`config.mk`:
```
export PLATFORM = sky130hd
export DESIGN_NAME = hazard_ctrl_bp
export DESIGN_NICKNAME = d
export VERILOG_FILES = /design/src/rtl/hazard_ctrl_bp_pkg.sv /design/src/rtl/hazard_ctrl_bp_bht_2bit.sv /design/src/rtl/hazard_ctrl_bp.sv
export SDC_FILE = /design/constraint.sdc
export NUM_CORES = 1
export LEC_CHECK = 0
export CORE_ASPECT_RATIO = 1.75
export CORE_MARGIN = 1
export CORE_UTILIZATION = 35
export DETAILED_ROUTE_END_ITERATION = 16
export SYNTH_ARGS = -nofsm -noshare
export SYNTH_HDL_FRONTEND = slang
export SYNTH_HIERARCHICAL = 1
export SYNTH_SLANG_ARGS = --single-unit
```
`constraint.sdc`:
```
create_clock -name clk -period 4.4 [get_ports clk]
set_input_delay 0.88 -clock clk [delete_from_list [all_inputs] [get_ports clk]]
set_output_delay 0.88 -clock clk [all_outputs]
set_load 0.03 [all_outputs]
```
`src/rtl/hazard_ctrl_bp_pkg.sv`:
```
// Shared constants and helpers for the hazard/branch-prediction control unit.
package hazard_ctrl_bp_pkg;

    localparam logic [6:0] OPC_LOAD   = 7'b0000011;
    localparam logic [6:0] OPC_BRANCH = 7'b1100011;
    localparam logic [6:0] OPC_JAL    = 7'b1101111;
    localparam logic [6:0] OPC_JALR   = 7'b1100111;

    localparam int BP_STATIC_NT = 0;
    localparam int BP_BIMODAL   = 1;
    localparam int BP_BTFN      = 2;

    typedef enum logic [1:0] {
        CTR_SNT = 2'b00,
        CTR_WNT = 2'b01,
        CTR_WT  = 2'b10,
        CTR_ST  = 2'b11
    } ctr_e;

    typedef enum logic {
        LU_IDLE  = 1'b0,
        LU_STALL = 1'b1
    } lu_state_e;

    // Saturating 2-bit counter step towards the observed outcome.
    function automatic logic [1:0] ctr_next(input logic [1:0] ctr, input logic taken);
        logic [1:0] nxt;
        if (taken) begin
            nxt = (ctr == CTR_ST) ? CTR_ST : ctr + 2'd1;
        end else begin
            nxt = (ctr == CTR_SNT) ? CTR_SNT : ctr - 2'd1;
        end
        return nxt;
    endfunction

endpackage

```
`src/rtl/hazard_ctrl_bp_bht_2bit.sv`:
```
// Branch history table of 2-bit saturating counters: one async read port, one clocked update port.
module bht_2bit
    import hazard_ctrl_bp_pkg::*;
#(
    parameter int BHT_IDX = 6
) (
    input  logic               clk,
    input  logic               rst,
    input  logic [BHT_IDX-1:0] rd_idx_i,
    output logic               rd_taken_o,
    input  logic               wr_en_i,
    input  logic [BHT_IDX-1:0] wr_idx_i,
    input  logic               wr_taken_i
);

    localparam int ENTRIES = 1 << BHT_IDX;

    logic [1:0] ctr_q [ENTRIES];
    logic [1:0] wr_ctr_d;

    // Next value of the entry being trained.
    always_comb begin
        wr_ctr_d = ctr_next(ctr_q[wr_idx_i], wr_taken_i);
    end

    // Counter array; all entries start weakly not-taken.
    always_ff @(posedge clk) begin
        if (rst) begin
            for (int i = 0; i < ENTRIES; i++) begin
                ctr_q[i] <= CTR_WNT;
            end
        end else if (wr_en_i) begin
            ctr_q[wr_idx_i] <= wr_ctr_d;
        end
    end

    // Reads see the pre-update value when the same entry is written this cycle.
    assign rd_taken_o = ctr_q[rd_idx_i][1];

endmodule

```
`src/rtl/hazard_ctrl_bp.sv`:
```
// Hazard/control unit for the 5-stage RV32I pipeline: load-use stalls, ID-stage
// branch prediction, EX-stage resolution with BHT training, and statistics.
module hazard_ctrl_bp
    import hazard_ctrl_bp_pkg::*;
#(
    parameter int XLEN     = 32,
    parameter int BHT_IDX  = 6,
    parameter int BP_MODE  = 1,
    parameter int LOAD_LAT = 1,
    parameter int CNT_W    = 32
) (
    input  logic            clk,
    input  logic            rst,
    input  logic            id_valid_i,
    input  logic [XLEN-1:0] id_pc_i,
    input  logic [6:0]      id_opcode_i,
    input  logic [4:0]      id_rs1_addr_i,
    input  logic [4:0]      id_rs2_addr_i,
    input  logic            id_rs1_used_i,
    input  logic            id_rs2_used_i,
    input  logic [XLEN-1:0] id_target_i,
    input  logic            ex_valid_i,
    input  logic [XLEN-1:0] ex_pc_i,
    input  logic [4:0]      ex_rd_addr_i,
    input  logic            ex_mem_read_i,
    input  logic            ex_is_branch_i,
    input  logic            ex_is_jalr_i,
    input  logic            ex_pred_taken_i,
    input  logic            ex_taken_i,
    input  logic [XLEN-1:0] ex_target_i,
    output logic            pc_write_en_o,
    output logic            if_id_write_en_o,
    output logic            if_id_flush_o,
    output logic            id_ex_flush_o,
    output logic            redirect_o,
    output logic [XLEN-1:0] redirect_pc_o,
    output logic            id_pred_taken_o,
    output logic            load_use_hazard_o,
    output logic [CNT_W-1:0] stat_branch_o,
    output logic [CNT_W-1:0] stat_mispred_o,
    output logic [CNT_W-1:0] stat_stall_o
);

    localparam int LC_W = (LOAD_LAT > 1) ? $clog2(LOAD_LAT) + 1 : 1;
    localparam logic [LC_W-1:0]  LC_ZERO = {LC_W{1'b0}};
    localparam logic [LC_W-1:0]  LC_ONE  = LC_W'(1);
    localparam logic [LC_W-1:0]  LC_INIT = LC_W'(LOAD_LAT - 1);
    localparam logic [CNT_W-1:0] CNT_MAX = {CNT_W{1'b1}};
    localparam logic [CNT_W-1:0] CNT_ONE = CNT_W'(1);
    localparam logic [XLEN-1:0]  PC_STEP = XLEN'(4);
    localparam logic [XLEN-1:0]  PC_ZERO = {XLEN{1'b0}};

    lu_state_e       state_q, state_d;
    logic [LC_W-1:0] lat_cnt_q, lat_cnt_d;
    logic [CNT_W-1:0] stat_branch_q, stat_mispred_q, stat_stall_q;

    logic            hazard_s;
    logic            stall_s;
    logic            ex_mispred_s;
    logic            ex_jalr_s;
    logic            ex_redirect_s;
    logic [XLEN-1:0] ex_redirect_pc_s;
    logic            bht_taken_s;
    logic            id_pred_s;

    bht_2bit #(
        .BHT_IDX(BHT_IDX)
    ) u_bht (
        .clk       (clk),
        .rst       (rst),
        .rd_idx_i  (id_pc_i[BHT_IDX+1:2]),
        .rd_taken_o(bht_taken_s),
        .wr_en_i   (ex_valid_i & ex_is_branch_i),
        .wr_idx_i  (ex_pc_i[BHT_IDX+1:2]),
        .wr_taken_i(ex_taken_i)
    );

    // Hazard detection and EX-stage resolution.
    always_comb begin
        hazard_s = ex_valid_i & ex_mem_read_i & id_valid_i & (ex_rd_addr_i != 5'd0) &
                   ((id_rs1_used_i & (ex_rd_addr_i == id_rs1_addr_i)) |
                    (id_rs2_used_i & (ex_rd_addr_i == id_rs2_addr_i)));
        ex_mispred_s  = ex_valid_i & ex_is_branch_i & (ex_taken_i != ex_pred_taken_i);
        ex_jalr_s     = ex_valid_i & ex_is_jalr_i;
        ex_redirect_s = ex_mispred_s | ex_jalr_s;
        if (ex_jalr_s | ex_taken_i) begin
            ex_redirect_pc_s = ex_target_i;
        end else begin
            ex_redirect_pc_s = ex_pc_i + PC_STEP;
        end
    end

    // ID-stage prediction.
    always_comb begin
        id_pred_s = 1'b0;
        case (id_opcode_i)
            OPC_JAL: id_pred_s = 1'b1;
            OPC_BRANCH: begin
                case (BP_MODE)
                    BP_BIMODAL: id_pred_s = bht_taken_s;
                    BP_BTFN:    id_pred_s = (id_target_i < id_pc_i);
                    default:    id_pred_s = 1'b0;
                endcase
            end
            default: id_pred_s = 1'b0;
        endcase
    end

    // Load-use FSM next state; an EX redirect squashes the stall outright.
    always_comb begin
        state_d   = state_q;
        lat_cnt_d = lat_cnt_q;
        stall_s   = 1'b0;
        if (ex_redirect_s) begin
            state_d   = LU_IDLE;
            lat_cnt_d = LC_ZERO;
        end else begin
            case (state_q)
                LU_IDLE: begin
                    if (hazard_s) begin
                        stall_s   = 1'b1;
                        lat_cnt_d = LC_INIT;
                        if (LC_INIT != LC_ZERO) begin
                            state_d = LU_STALL;
                        end else begin
                            state_d = LU_IDLE;
                        end
                    end else begin
                        state_d = LU_IDLE;
                    end
                end
                LU_STALL: begin
                    stall_s = 1'b1;
                    if (lat_cnt_q <= LC_ONE) begin
                        state_d   = LU_IDLE;
                        lat_cnt_d = LC_ZERO;
                    end else begin
                        lat_cnt_d = lat_cnt_q - LC_ONE;
                    end
                end
                default: begin
                    state_d   = LU_IDLE;
                    lat_cnt_d = LC_ZERO;
                end
            endcase
        end
    end

    // Load-use FSM state register.
    always_ff @(posedge clk) begin
        if (rst) begin
            state_q   <= LU_IDLE;
            lat_cnt_q <= LC_ZERO;
        end else begin
            state_q   <= state_d;
            lat_cnt_q <= lat_cnt_d;
        end
    end

    // Pipeline control priority mux: EX redirect > stall > ID redirect.
    always_comb begin
        pc_write_en_o     = 1'b1;
        if_id_write_en_o  = 1'b1;
        if_id_flush_o     = 1'b0;
        id_ex_flush_o     = 1'b0;
        redirect_o        = 1'b0;
        redirect_pc_o     = PC_ZERO;
        id_pred_taken_o   = 1'b0;
        load_use_hazard_o = 1'b0;
        if (rst) begin
            redirect_o = 1'b0;
        end else if (ex_redirect_s) begin
            redirect_o    = 1'b1;
            redirect_pc_o = ex_redirect_pc_s;
            if_id_flush_o = 1'b1;
            id_ex_flush_o = 1'b1;
        end else if (stall_s) begin
            pc_write_en_o     = 1'b0;
            if_id_write_en_o  = 1'b0;
            id_ex_flush_o     = 1'b1;
            load_use_hazard_o = 1'b1;
            id_pred_taken_o   = id_pred_s;
        end else begin
            id_pred_taken_o = id_pred_s;
            if (id_valid_i & id_pred_s) begin
                redirect_o    = 1'b1;
                redirect_pc_o = id_target_i;
                if_id_flush_o = 1'b1;
            end else begin
                redirect_o = 1'b0;
            end
        end
    end

    // Saturating statistics counters.
    always_ff @(posedge clk) begin
        if (rst) begin
            stat_branch_q  <= {CNT_W{1'b0}};
            stat_mispred_q <= {CNT_W{1'b0}};
            stat_stall_q   <= {CNT_W{1'b0}};
        end else begin
            if (ex_valid_i & ex_is_branch_i & (stat_branch_q != CNT_MAX)) begin
                stat_branch_q <= stat_branch_q + CNT_ONE;
            end
            if (ex_redirect_s & (stat_mispred_q != CNT_MAX)) begin
                stat_mispred_q <= stat_mispred_q + CNT_ONE;
            end
            if (stall_s & (stat_stall_q != CNT_MAX)) begin
                stat_stall_q <= stat_stall_q + CNT_ONE;
            end
        end
    end

    assign stat_branch_o  = stat_branch_q;
    assign stat_mispred_o = stat_mispred_q;
    assign stat_stall_o   = stat_stall_q;

endmodule
```
After elaboration in Yosys (flattened, before gate mapping) --
Memories as Yosys holds them, arrays and structs flattened. Cells that the tools add are included. W data, S select, Z words.
Storage, ports and cells: register bits 98, RAM bits 128, input port bits 161, output and inout bits 135, logic and storage cells 84, memories kept 1
Operators by class: add/sub/neg operators 7, magnitude comparators 1, equal/unequal tests 10, multiplexer cells 39, bitwise logic cells 17, reduce and logical (&&, ||, !) cells 4
Memories:
- u_bht.ctr_q | words 64, width 2, rd ports 2, clocked after Yosys merged registers in 0, wr ports 64, line hazard_ctrl_bp_bht_2bit.sv:18 | logic [1:0] ctr_q [ENTRIES];
Operator list (number):
- $mux W32 | 5
- $add A32 B1 Y32 const B | 3
- $ne A32 B32 Y1 const B | 3
- $add A32 B3 Y32 const B | 1
- $mux W1 | 25
- $eq A7 B7 Y1 const B | 2
- $and A1 B1 Y1 | 13
- $eq A5 B5 Y1 | 2
- $mux W2 | 4
- $pmux W1 S2 | 4
- $mux W6 | 1
- $reduce_bool A5 Y1 | 1
- $reduce_or A2 Y1 | 2
- $or A1 B1 Y1 | 3
- $add A2 B1 Y2 const B | 1
- $eq A2 B2 Y1 const B | 1
- $logic_not A2 Y1 | 1
- $ne A2 B2 Y1 const B | 1
- $sub A2 B1 Y2 const B | 1
- $le A1 B1 Y1 const B | 1
- $ne A1 B1 Y1 | 1
- $not A1 Y1 | 1
- $sub A1 B1 Y1 const B | 1

Logic depth before layout (Yosys ltp) --
Gate-level depths: netlist of run 1.
word-level depth 10, depth in mapped cells 13, mapped depth without buffers 11

Cells and area by module --
Netlist of run 1, hierarchy kept.
Modules (own cells, without submodules):
- bht_2bit | instances 1, cells an instance 588, area an instance 7283.2 um2, seq. area each 3843.7 um2
- hazard_ctrl_bp | instances 1, cells an instance 831, area an instance 6139.6 um2, seq. area each 1921.8 um2

Worst setup path after synthesis of run 1 --
OpenSTA, ideal clock, no wires.
path type input-to-output, from input port id_pc_i[2], to output port redirect_o, arrival time 4.101 ns, required time 3.520 ns, slack -0.581 ns, stages on the path 13, buffers on the path 3, path through clkbuf_1 > buf_2 > mux4_2 > mux4_2 > mux2i_1 > a21oi_1 > or3b_2 > a211oi_1 > nand2_1 > a21oi_1 > nor2_1 > nor2_1 > buf_4
Between the ends: longest elaborated chain between the ends 7
RTL lines:
- start, declared | line hazard_ctrl_bp.sv:15 | input logic [XLEN-1:0] id_pc_i,
- $mem_v2 Z64 W2
- named net bht_taken_s | line hazard_ctrl_bp.sv:63 | logic bht_taken_s;
- $pmux W1 S2 | line hazard_ctrl_bp.sv:96 | case (id_opcode_i)
- $and A1 B1 Y1 | line hazard_ctrl_bp.sv:185 | if (id_valid_i & id_pred_s) begin
- $mux W1 (4 in series)
- end, declared | line hazard_ctrl_bp.sv:35 | output logic redirect_o,
The timed path passes the listed nets, and every way through them passes these cells.

Worst setup path after layout of run 1 --
from input port id_pc_i[2], to output port redirect_pc_o[16]
Between the ends: longest elaborated chain between the ends 7
RTL lines:
- $mem_v2 Z64 W2
- named net bht_taken_s | line hazard_ctrl_bp.sv:63
- $pmux W1 S2 | line hazard_ctrl_bp.sv:96
- $and A1 B1 Y1 | line hazard_ctrl_bp.sv:185
- $mux W32 | line hazard_ctrl_bp.sv:185
- $mux W32 | line hazard_ctrl_bp.sv:177 | end else if (stall_s) begin
- $mux W32 | line hazard_ctrl_bp.sv:172 | end else if (ex_redirect_s) begin
- $mux W32 | line hazard_ctrl_bp.sv:170 | if (rst) begin
- end, declared | line hazard_ctrl_bp.sv:36 | output logic [XLEN-1:0] redirect_pc_o,
The timed path passes the listed nets, and every way through them passes these cells.

==> reports/results.tsv, run 1 <==
metric	value	unit
clockBufferDepth	3	
drt-total-wl	51600	µm
crit_path_frequent_cell	buf_12	
crit_chain	buf_12, buf_12, mux4_2, mux4_2, nor2b_1, a211oi_1, a21oi_1, or3b_4, a211oi_4, nand2_2, a211oi_4, buf_6, buf_12, a22o_1, buf_6	
synth_edf_count	128	
grt_antenna_before_repair	2	
ff2ff_setup_slack	1280	ps
cts_made_buffers	23	
gp_congestion	0.986	
arrival	3680	ps
ys_seq_area_frac	0.430	
port_buffers	269	
drc	0	
synthXorXnorAreaFrac	0.0626	
synth_area	0.0134	mm²
timing.rr.end	stat_stall_o[1]	
timing.hold.ws	500	ps
finalCritPeriodShare	1.04	
drive_gt1_frac	0.176	
clock_skew	15.5	ps
min_path_type	register to register	
path_delay_family	compound AO/OA/AOI/OAI gates	
postCtsHoldBufs	0	
synth_compound_area_frac	0.113	
p_int	0.00370	W
drtPass1Iterations	6	
yosysUniqueCellTypes	80	
worst-path-buf-inv	5	
required	3520	ps
final_antenna_net_count	0	
dp_hpwl	38400	µm
core-area	0.0376	mm²
ys_ff_latch	224	
p_per_area	282	mW/mm²
die_h	261	µm
setup_violations	34	
vias_per_cell	5.78	
hold_viol_final	0	
status	finished, violations left	
fin_ws	-156	ps
critPathCaptureType	output port	
power_frac_comb	0.157	
vias	12600	
power.switching	0.00135	W
post_drt_wl_per_cell	23.6	µm
nNetsFinal	1855	
tritoncts	yes	
path_class	primary input to output port	
vdd_drop_max	0.000226	V
grt_usage	0.261	
grt_overflow	0	
cp_max_fo	8	
grt_pass1_vias	12600	
grt_max_degree	75	
rows	94	
p_clk_frac	0.394	
h-tree-depth	1	
synth_top_family_by_area	simple AND/OR/NAND/NOR gates	
cts.clk_slew.worst_paths	60	ps
finalMaxSlewViolations	0	
tightest_slew	1030	ps
cts-root-buf	clkbuf_16	
yosysWarningCount	6	
highest_layer	met4	
setup-tns-final	-3690	ps
clock_latency	540	ps
utilization	0.476	
syn_nets	1584	
area_delta_synth_final	33.5	%
dieArea	0.0392	mm²
wl_met2	27400	µm
power.total	0.00505	W
max_stage_delay	440	ps
synth-simple-area-share	0.260	
ioPinCount	296	
pre_cts_ws	-620	ps
synthMuxAreaShare	0.0800	
cap_violations	0	
crit_slowest_cell	or3b_4	
min_period	4560	ps
fillers	3576	
seqPwrFrac	0.449	
start_util	0.357	
wl_met3	3780	µm
syn_inst	1419	
grt_pass1_wl	75900	µm
ff2ff_path_depth	7	
swShare	0.268	
p_leak	5.70	nW
first_iter_violations	777	
violations	negative setup slack	
wl_met1	16700	µm
rsz0062_at_grt	true	
ys.flop_type	edfxtp_1	
crit_path_end	redirect_pc_o[16]	
fmax	219	MHz
worst-path-stages	15	
startpoint	id_pc_i[2]	
worstSetupStartpointType	primary input	
die_x	150	µm
relSlewSlack	0.305	
synth_area_per_cell	9.46	µm²
synthAdderAreaFrac	0.00541	
synthArstFlopShare	0	
timing.rr.start	stat_stall_o[0]	
clock_sinks	224	
worst min path at each step:
| stage | cells past startpoint | startpoint | slack [ps] | to |
|---|---|---|---|---|
| 2_1_floorplan | 2 | stat_stall_o[31] | 610 | stat_stall_o[31] |
| 3_3_place_gp | 2 | stat_stall_o[31] | 480 | stat_stall_o[31] |
| 3_5_place_dp | 2 | stat_stall_o[31] | 490 | stat_stall_o[31] |
| 4_1_cts | 2 | stat_stall_o[31] | 500 | stat_stall_o[31] |
| 5_1_grt | 2 | stat_stall_o[31] | 530 | stat_stall_o[31] |
| 6_report | 2 | stat_stall_o[31] | 500 | stat_stall_o[31] |
cells by family (layout without fill, tap and decap cells):
family | count (synthesis) | count (layout)
muxes | 63 | 63
AOI/OAI and AO/OA | 253 | 253
DFF | 224 | 224
and+or+nand+nor | 654 | 654
adders and majority gates | 6 | 6
other | 0 | 2
buffers and inverters | 123 | 411
xor gates and xnor gates | 96 | 96
power groups by stage:
stage               Combinational [W]  Sequential [W]  Clock, W
floorplan                    0.000455         0.00230         0
global placement             0.000759         0.00231         0
detailed placement           0.000764         0.00231         0
CTS                          0.000788         0.00227   0.00203
global route                 0.000842         0.00227   0.00211
finish                       0.000795         0.00227   0.00199
placed cells by master (no fill, tap or decap), drive strengths merged, types with 4 or more instances in the layout:
cell type,synthesis,layout
clkdlybuf4s50,0,226
nor2,135,135
edfxtp,128,128
o21ai,128,128
nand3,125,125
buf,48,122
nand2,121,121
dfxtp,96,96
nor3,86,86
xnor2,57,57
a21oi,56,56
nand4,46,46
xor2,39,39
mux4,35,35
clkbuf,57,31
or3,27,27
mux2i,24,24
nor4,24,24
inv,17,19
and3,18,18
and2,11,11
and4,11,11
a22oi,10,10
nand2b,9,9
nor2b,9,9
clkinv,1,8
or4,7,7
a22o,7,7
o31ai,6,6
or2,6,6
o22ai,6,6
o31a,4,4
mux2,4,4
ha,4,4
nand3b,4,4
nor3b,4,4
state kept, by name, indices dropped and copies added (netlist names):
register        cells
stat_mispred_o     32
stat_branch_o      32
stat_stall_o       32
u_bht/ctr_q       128
synth_stat cells (all sizes together) (6+ instances only):
cell type  count  share of area
nand3        125          0.047
or3           27          0.013
a22o           7         0.0046
mux2i         24          0.018
dfxtp         96           0.14
xor2          39          0.025
o21ai        128          0.048
nor2b          9         0.0042
buf           48          0.028
a21oi         56          0.021
a22oi         10         0.0056
and2          11         0.0051
inv           17         0.0048
nand2        121          0.034
and3          18         0.0084
xnor2         57          0.037
nor3          86          0.044
nor2         135          0.038
and4          11         0.0072
clkbuf        57          0.016
or2            6         0.0028
o22ai          6         0.0033
mux4          35          0.059
nand4         46          0.021
nor4          24          0.013
or4            7         0.0039
nand2b         9         0.0042
edfxtp       128           0.29
o31ai          6         0.0034
repair_timing:
action | in CTS | in global routing
setup endpoints to repair | 35 | 34
pin swaps | 16 | 10
cloned | 4 | 0
gates resized for setup | 63 | 6
setup buffers | 5 | 0
through the flow:
stage	std cells	area (µm²)
2_1_floorplan	1419	13500
3_3_place_gp	2137	16800
3_5_place_dp	2137	16800
4_1_cts	2187	17900
5_1_grt	2189	17900
6_report	2189	17900
worst min-delay path, delay by kind of cell, from the launching register on:
| family | cells | cell delay (ps) |
|---|---|---|
| DFF | 1 | 340 |
| AOI/OAI and AO/OA | 2 | 110 |
cell type report:
type / count / area, µm² / share of cell area
timing repair buffer: 351 / 3490 / 0.195
inverter: 18 / 67.6 / 0.00377
antenna: 2 / 5.00 / 0.000279
sequential: 224 / 5770 / 0.322
clock buffer: 30 / 632 / 0.0353
tap: 480 / 601 / 0.0335
multi-input combinational: 1072 / 7240 / 0.404
clock inverter: 12 / 115 / 0.00643
routing by layer:
| metal | vias up | GRT usage |
|---|---|---|
| met5 | - | 0 |
| met1 | 6098 | 0.253 |
| met3 | 159 | 0.0491 |
| li1 | 5812 | - |
| met2 | 580 | 0.490 |
| met4 | 0 | 0.178 |
Note: power is estimated with default switching activity, not from simulation.
==> run 2: changes to the inputs <==
CTS_BUF_LIST = sky130_fd_sc_hd__clkbuf_8   (was default)
==> reports/results.tsv, run 2 (synthesized netlist as in run 1, its figures left out) <==
metric	value	unit
worstSetupStartpointType	primary input	
multi_input_area	0.00724	mm²
drt-total-wl	51900	µm
critPathCaptureType	output port	
startpoint	id_pc_i[2]	
dieArea	0.0392	mm²
setup_violations	34	
crit_path_end	redirect_pc_o[16]	
seq_area	0.00577	mm²
place_area	0.0168	mm²
arrival	3680	ps
grt_pass1_wl	76100	µm
cts-root-buf	clkbuf_8	
port_buffers	269	
drtPass1Iterations	5	
clock_latency	570	ps
tightest_slew	1030	ps
path_class	primary input to output port	
clock_skew	35.0	ps
finalMaxSlewViolations	0	
p_per_area	270	mW/mm²
largest_reg_flops	128	
clockBufferDepth	3	
die_h	261	µm
rsz0062_at_grt	true	
violations	negative setup slack	
fmax	220	MHz
grt_max_degree	75	
clock_sinks	224	
fillers	3573	
finalInstanceArea	0.0179	mm²
ff2ff_path_depth	7	
ff2ff_setup_slack	1250	ps
grt_antenna_before_repair	4	
area_delta_synth_final	33.1	%
cts.clk_slew.worst_paths	60	ps
drive_gt1_frac	0.181	
hold_viol_final	0	
nNetsFinal	1869	
utilization	0.475	
start_util	0.357	
min_path_type	register to register	
ioPinCount	296	
core-area	0.0376	mm²
rows	94	
drc	0	
timing.rr.end	stat_stall_o[1]	
dp_hpwl	38400	µm
layout.cells.non_filler	2215	
vias	12800	
vdd_drop_max	0.000147	V
vias_per_cell	5.76	
layout.cells.most_common	clkdlybuf4s50_1	
h-tree-depth	2	
cts_made_buffers	37	
first_iter_violations	856	
die_x	150	µm
cap_violations	0	
grt_overflow	0	
dpl.cell_count	2137	
layout_common_cells	226 x clkdlybuf4s50_1, 133 x nor2_1, 128 x edfxtp_1, 120 x nand3_1, 110 x nand2_1	
fin_ws	-155	ps
finalCritPeriodShare	1.04	
cp_max_fo	8	
grt_usage	0.262	
top_register	u_bht/ctr_q	
status	finished, violations left	
post_drt_wl_per_cell	23.4	µm
timing.rr.start	stat_stall_o[0]	
tritoncts	yes	
final_antenna_net_count	0	
grt_pass1_vias	12700	
gp_congestion	0.986	
relSlewSlack	0.308	
required	3520	ps
min_period	4560	ps
pre_cts_ws	-620	ps
p_leak	5.75	nW
==> run 2: changes by cell type in the layout (fill, tap and decap cells not counted), moves of 2 or more <==
cell       delta
inv_1        +17
clkbuf_8     +40
clkinv_2      -3
bufinv_16     -2
clkbuf_16    -23
diode_2       +2
inv_6         -2
clkbuf_1      -4
==> run 2: layout make-up <==
cell class / count / share of cell area
sequential: 224 / 0.323
antenna: 4 / 0.000560
timing repair buffer: 351 / 0.195
inverter: 18 / 0.00378
multi-input combinational: 1072 / 0.405
tap: 480 / 0.0336
clock buffer: 43 / 0.0331
clock inverter: 23 / 0.00595
==> run 2: critical path, stage by stage <==
cell      delay (ps)
buf_12           110
buf_12           140
mux4_2           330
mux4_2           230
nor2b_1          130
a211oi_1          50
a21oi_1          120
or3b_4           440
a211oi_4         280
nand2_2          110
a211oi_4         200
buf_6            170
buf_12           150
a22o_1           170
buf_6            130
==> run 2: per-stage QoR <==
step                power [W]  setup TNS (ps)  hold slack [ps]
finish                0.00483           -3840              498
global placement      0.00307          -18570              480
CTS                   0.00487           -2620              500
global route          0.00500           -7950              526
detailed placement    0.00308          -19750              494
floorplan             0.00276            -203              607
==> run 2: report_power, final <==
| group | total, W | switching [W] | internal (W) |
|---|---|---|---|
| sequential | 0.00227 | 0.0000305 | 0.00224 |
| clock | 0.00176 | 0.000869 | 0.000893 |
| combinational | 0.000797 | 0.000468 | 0.000329 |
==> run 2: how the worst min path moves through the flow <==
stage / startpoint / to / slack (ps) / depth (start not counted)
2_1_floorplan: stat_stall_o[31] / stat_stall_o[31] / 610 / 2
4_1_cts: stat_stall_o[31] / stat_stall_o[31] / 500 / 2
6_report: stat_stall_o[31] / stat_stall_o[31] / 500 / 2
3_3_place_gp: stat_stall_o[31] / stat_stall_o[31] / 480 / 2
3_5_place_dp: stat_stall_o[31] / stat_stall_o[31] / 490 / 2
5_1_grt: stat_stall_o[31] / stat_stall_o[31] / 530 / 2
==> run 2: repair_timing <==
| action | 4_1_cts | 5_1_grt |
|---|---|---|
| resized for setup | 63 | 6 |
| pin swaps | 16 | 9 |
| endpoints found under the setup margin | 35 | 34 |
| hold buffers | 0 | 0 |
| cloned | 4 | 0 |
| buffers inserted | 5 | 0 |
==> run 2: metal layers <==
| layer | wire length (µm) | vias up | share of wire | GRT usage |
|---|---|---|---|---|
| met3 | 3680 | 168 | 0.071 | 0.0505 |
| met4 | 3560 | 0 | 0.069 | 0.186 |
| met2 | 27700 | 578 | 0.53 | 0.491 |
| li1 | - | 5848 | - | - |
| met5 | 0 | - | 0 | 0 |
| met1 | 17000 | 6159 | 0.33 | 0.253 |
==> run 3: changes to the inputs <==
DONT_BUFFER_PORTS = 1   (was default)
==> reports/results.tsv, run 3 (synthesized netlist as in run 1, its figures left out) <==
metric	value	unit
clock_sinks	224	
cts.clk_slew.worst_paths	60	ps
timing.rr.start	stat_stall_o[1]	
grt_pass1_vias	11600	
grt_usage	0.238	
core-area	0.0376	mm²
final_antenna_net_count	0	
whs_path_depth	1	
wl_met2	24500	µm
crit_chain	mux4_2, mux4_2, nor2b_4, a211oi_2, a21oi_1, or3b_4, a211oi_4, nand2_2, a211oi_4, buf_12, a22o_1, buf_4	
drive_gt1_frac	0.164	
timing.rr.end	stat_stall_o[22]	
utilization	0.400	
p_leak	4.49	nW
grt_antenna_before_repair	3	
dp_hpwl	33500	µm
cap_violations	0	
tightest_slew	1220	ps
power.total	0.00491	W
top_register	u_bht/ctr_q	
nNetsFinal	1568	
max_stage_delay	540	ps
finalCritPeriodShare	0.982	
multi_input_area	0.00729	mm²
setup_violations	0	
relSlewSlack	0.189	
required	3520	ps
layout.cells.non_filler	1917	
hp-start	rst	
status	complete, no violations	
holdPathEnd	stat_stall_o[5]	
cts-root-buf	clkbuf_8	
drt-total-wl	47400	µm
min_path_type	primary input to register	
wl_met1	15300	µm
ioPinCount	296	
die_x	150	µm
rows	94	
rsz0062_at_grt	true	
area_delta_synth_final	12.2	%
crit_slowest_cell	mux4_2	
clock_skew	39.3	ps
layout.cells.most_common	nor2_1	
gp_congestion	0.931	
post_drt_wl_per_cell	24.7	µm
first_iter_violations	747	
vias_per_cell	6.07	
critPathCaptureType	output port	
cp_max_fo	10	
tritoncts	yes	
vias	11600	
drc	0	
hold_viol_final	0	
seq_area	0.00577	mm²
drtPass1Iterations	6	
dieArea	0.0392	mm²
vdd_drop_max	0.000205	V
path_class	register to output port	
wl_met3	4020	µm
start_util	0.357	
p_per_area	326	mW/mm²
grt_overflow	0	
highest_layer	met4	
dpl.cell_count	1838	
h-tree-depth	2	
clock_latency	570	ps
layout_common_cells	134 x nor2_1, 128 x edfxtp_1, 125 x nand3_1, 113 x nand2_1, 106 x o21ai_0	
ff2ff_setup_slack	1310	ps
cts_made_buffers	39	
postCtsHoldBufs	0	
worst-path-buf-inv	2	
die_h	261	µm
arrival	3440	ps
ff2ff_path_depth	7	
path_delay_family	multiplexers	
clockBufferDepth	3	
port_buffers	0	
largest_reg_flops	128	
finalMaxSlewViolations	0	
fillers	3734	
grt_max_degree	110	
grt_pass1_wl	69000	µm
fmax	231	MHz
timing.hold.ws	460	ps
min_period	4320	ps
worstSetupStartpointType	register	
==> run 3: cell count changes in the layout (fill, tap and decap cells not counted), moves of 4 or more <==
cell	before	now
clkdlybuf4s50_1	226	0
o21ai_4	0	16
buf_12	10	6
nand3_1	120	125
o21ai_2	18	2
nand3_2	5	0
bufinv_16	0	5
buf_6	23	2
buf_4	83	38
nand2_4	7	1
==> run 3: through the flow <==
| stage | setup slack [ps] | cell area, µm² | TNS, ps |
|---|---|---|---|
| after floorplan | -14.5 | 13500 | -203 |
| after global placement | -10.4 | 14000 | -10.4 |
| after detailed placement | 7.19 | 14000 | 0 |
| after CTS | -6.33 | 14900 | -6.33 |
| after global routing | -3.74 | 15100 | -9.12 |
| final | 77.6 | 15100 | 0 |
==> run 3: worst max path at each step <==
| stage | from | endpoint | cells after the start |
|---|---|---|---|
| detailed placement | id_pc_i[2] | redirect_pc_o[5] | 12 |
| global route | u_bht/ctr_q[3][1] | redirect_pc_o[16] | 12 |
| global placement | id_pc_i[2] | redirect_pc_o[5] | 12 |
| finish | u_bht/ctr_q[3][1] | redirect_pc_o[10] | 12 |
| CTS | u_bht/ctr_q[5][1] | redirect_pc_o[1] | 12 |
| floorplan | id_pc_i[2] | redirect_pc_o[0] | 13 |
==> run 3: area by class of cell <==
cell class | count | share of cell area
multi-input cells | 1072 | 0.484
flip-flops and latches | 224 | 0.383
well taps | 480 | 0.0399
clock buffers | 43 | 0.0393
repair buffers | 48 | 0.0319
clock inverters | 29 | 0.0173
inverters | 18 | 0.00449
diodes | 3 | 0.000498
==> run 3: worst reg2reg max path: cells and delay by family (launching register included) <==
family / cells / cell delay (ps)
compound gates: 2 / 380
fa+ha+maj: 1 / 360
flops: 1 / 640
simple gates: 4 / 1650
==> run 3: power by group <==
part / internal [W] / leakage, nW / total, W / switching [W]
Sequential: 0.00224 / 1.92 / 0.00227 / 0.0000328
Clock: 0.00120 / 0.483 / 0.00211 / 0.000904
Combinational: 0.000179 / 2.09 / 0.000527 / 0.000348
Total: 0.00362 / 4.49 / 0.00491 / 0.00128
==> run 3: what timing repair did <==
| item | CTS | global route |
|---|---|---|
| resized for setup | 1 | 31 |
| pin swaps | 3 | 2 |
| gates cloned | 1 | 1 |
| endpoints found under the hold margin | 0 | 0 |
| buffers inserted | 1 | 1 |
| endpoints found under the setup margin | 5 | 31 |
==> run 3: metal layers <==
layer	up-vias	track usage
li1	5225	-
met1	5683	0.230
met2	560	0.426
met3	174	0.0666
met4	0	0.178
met5	-	0
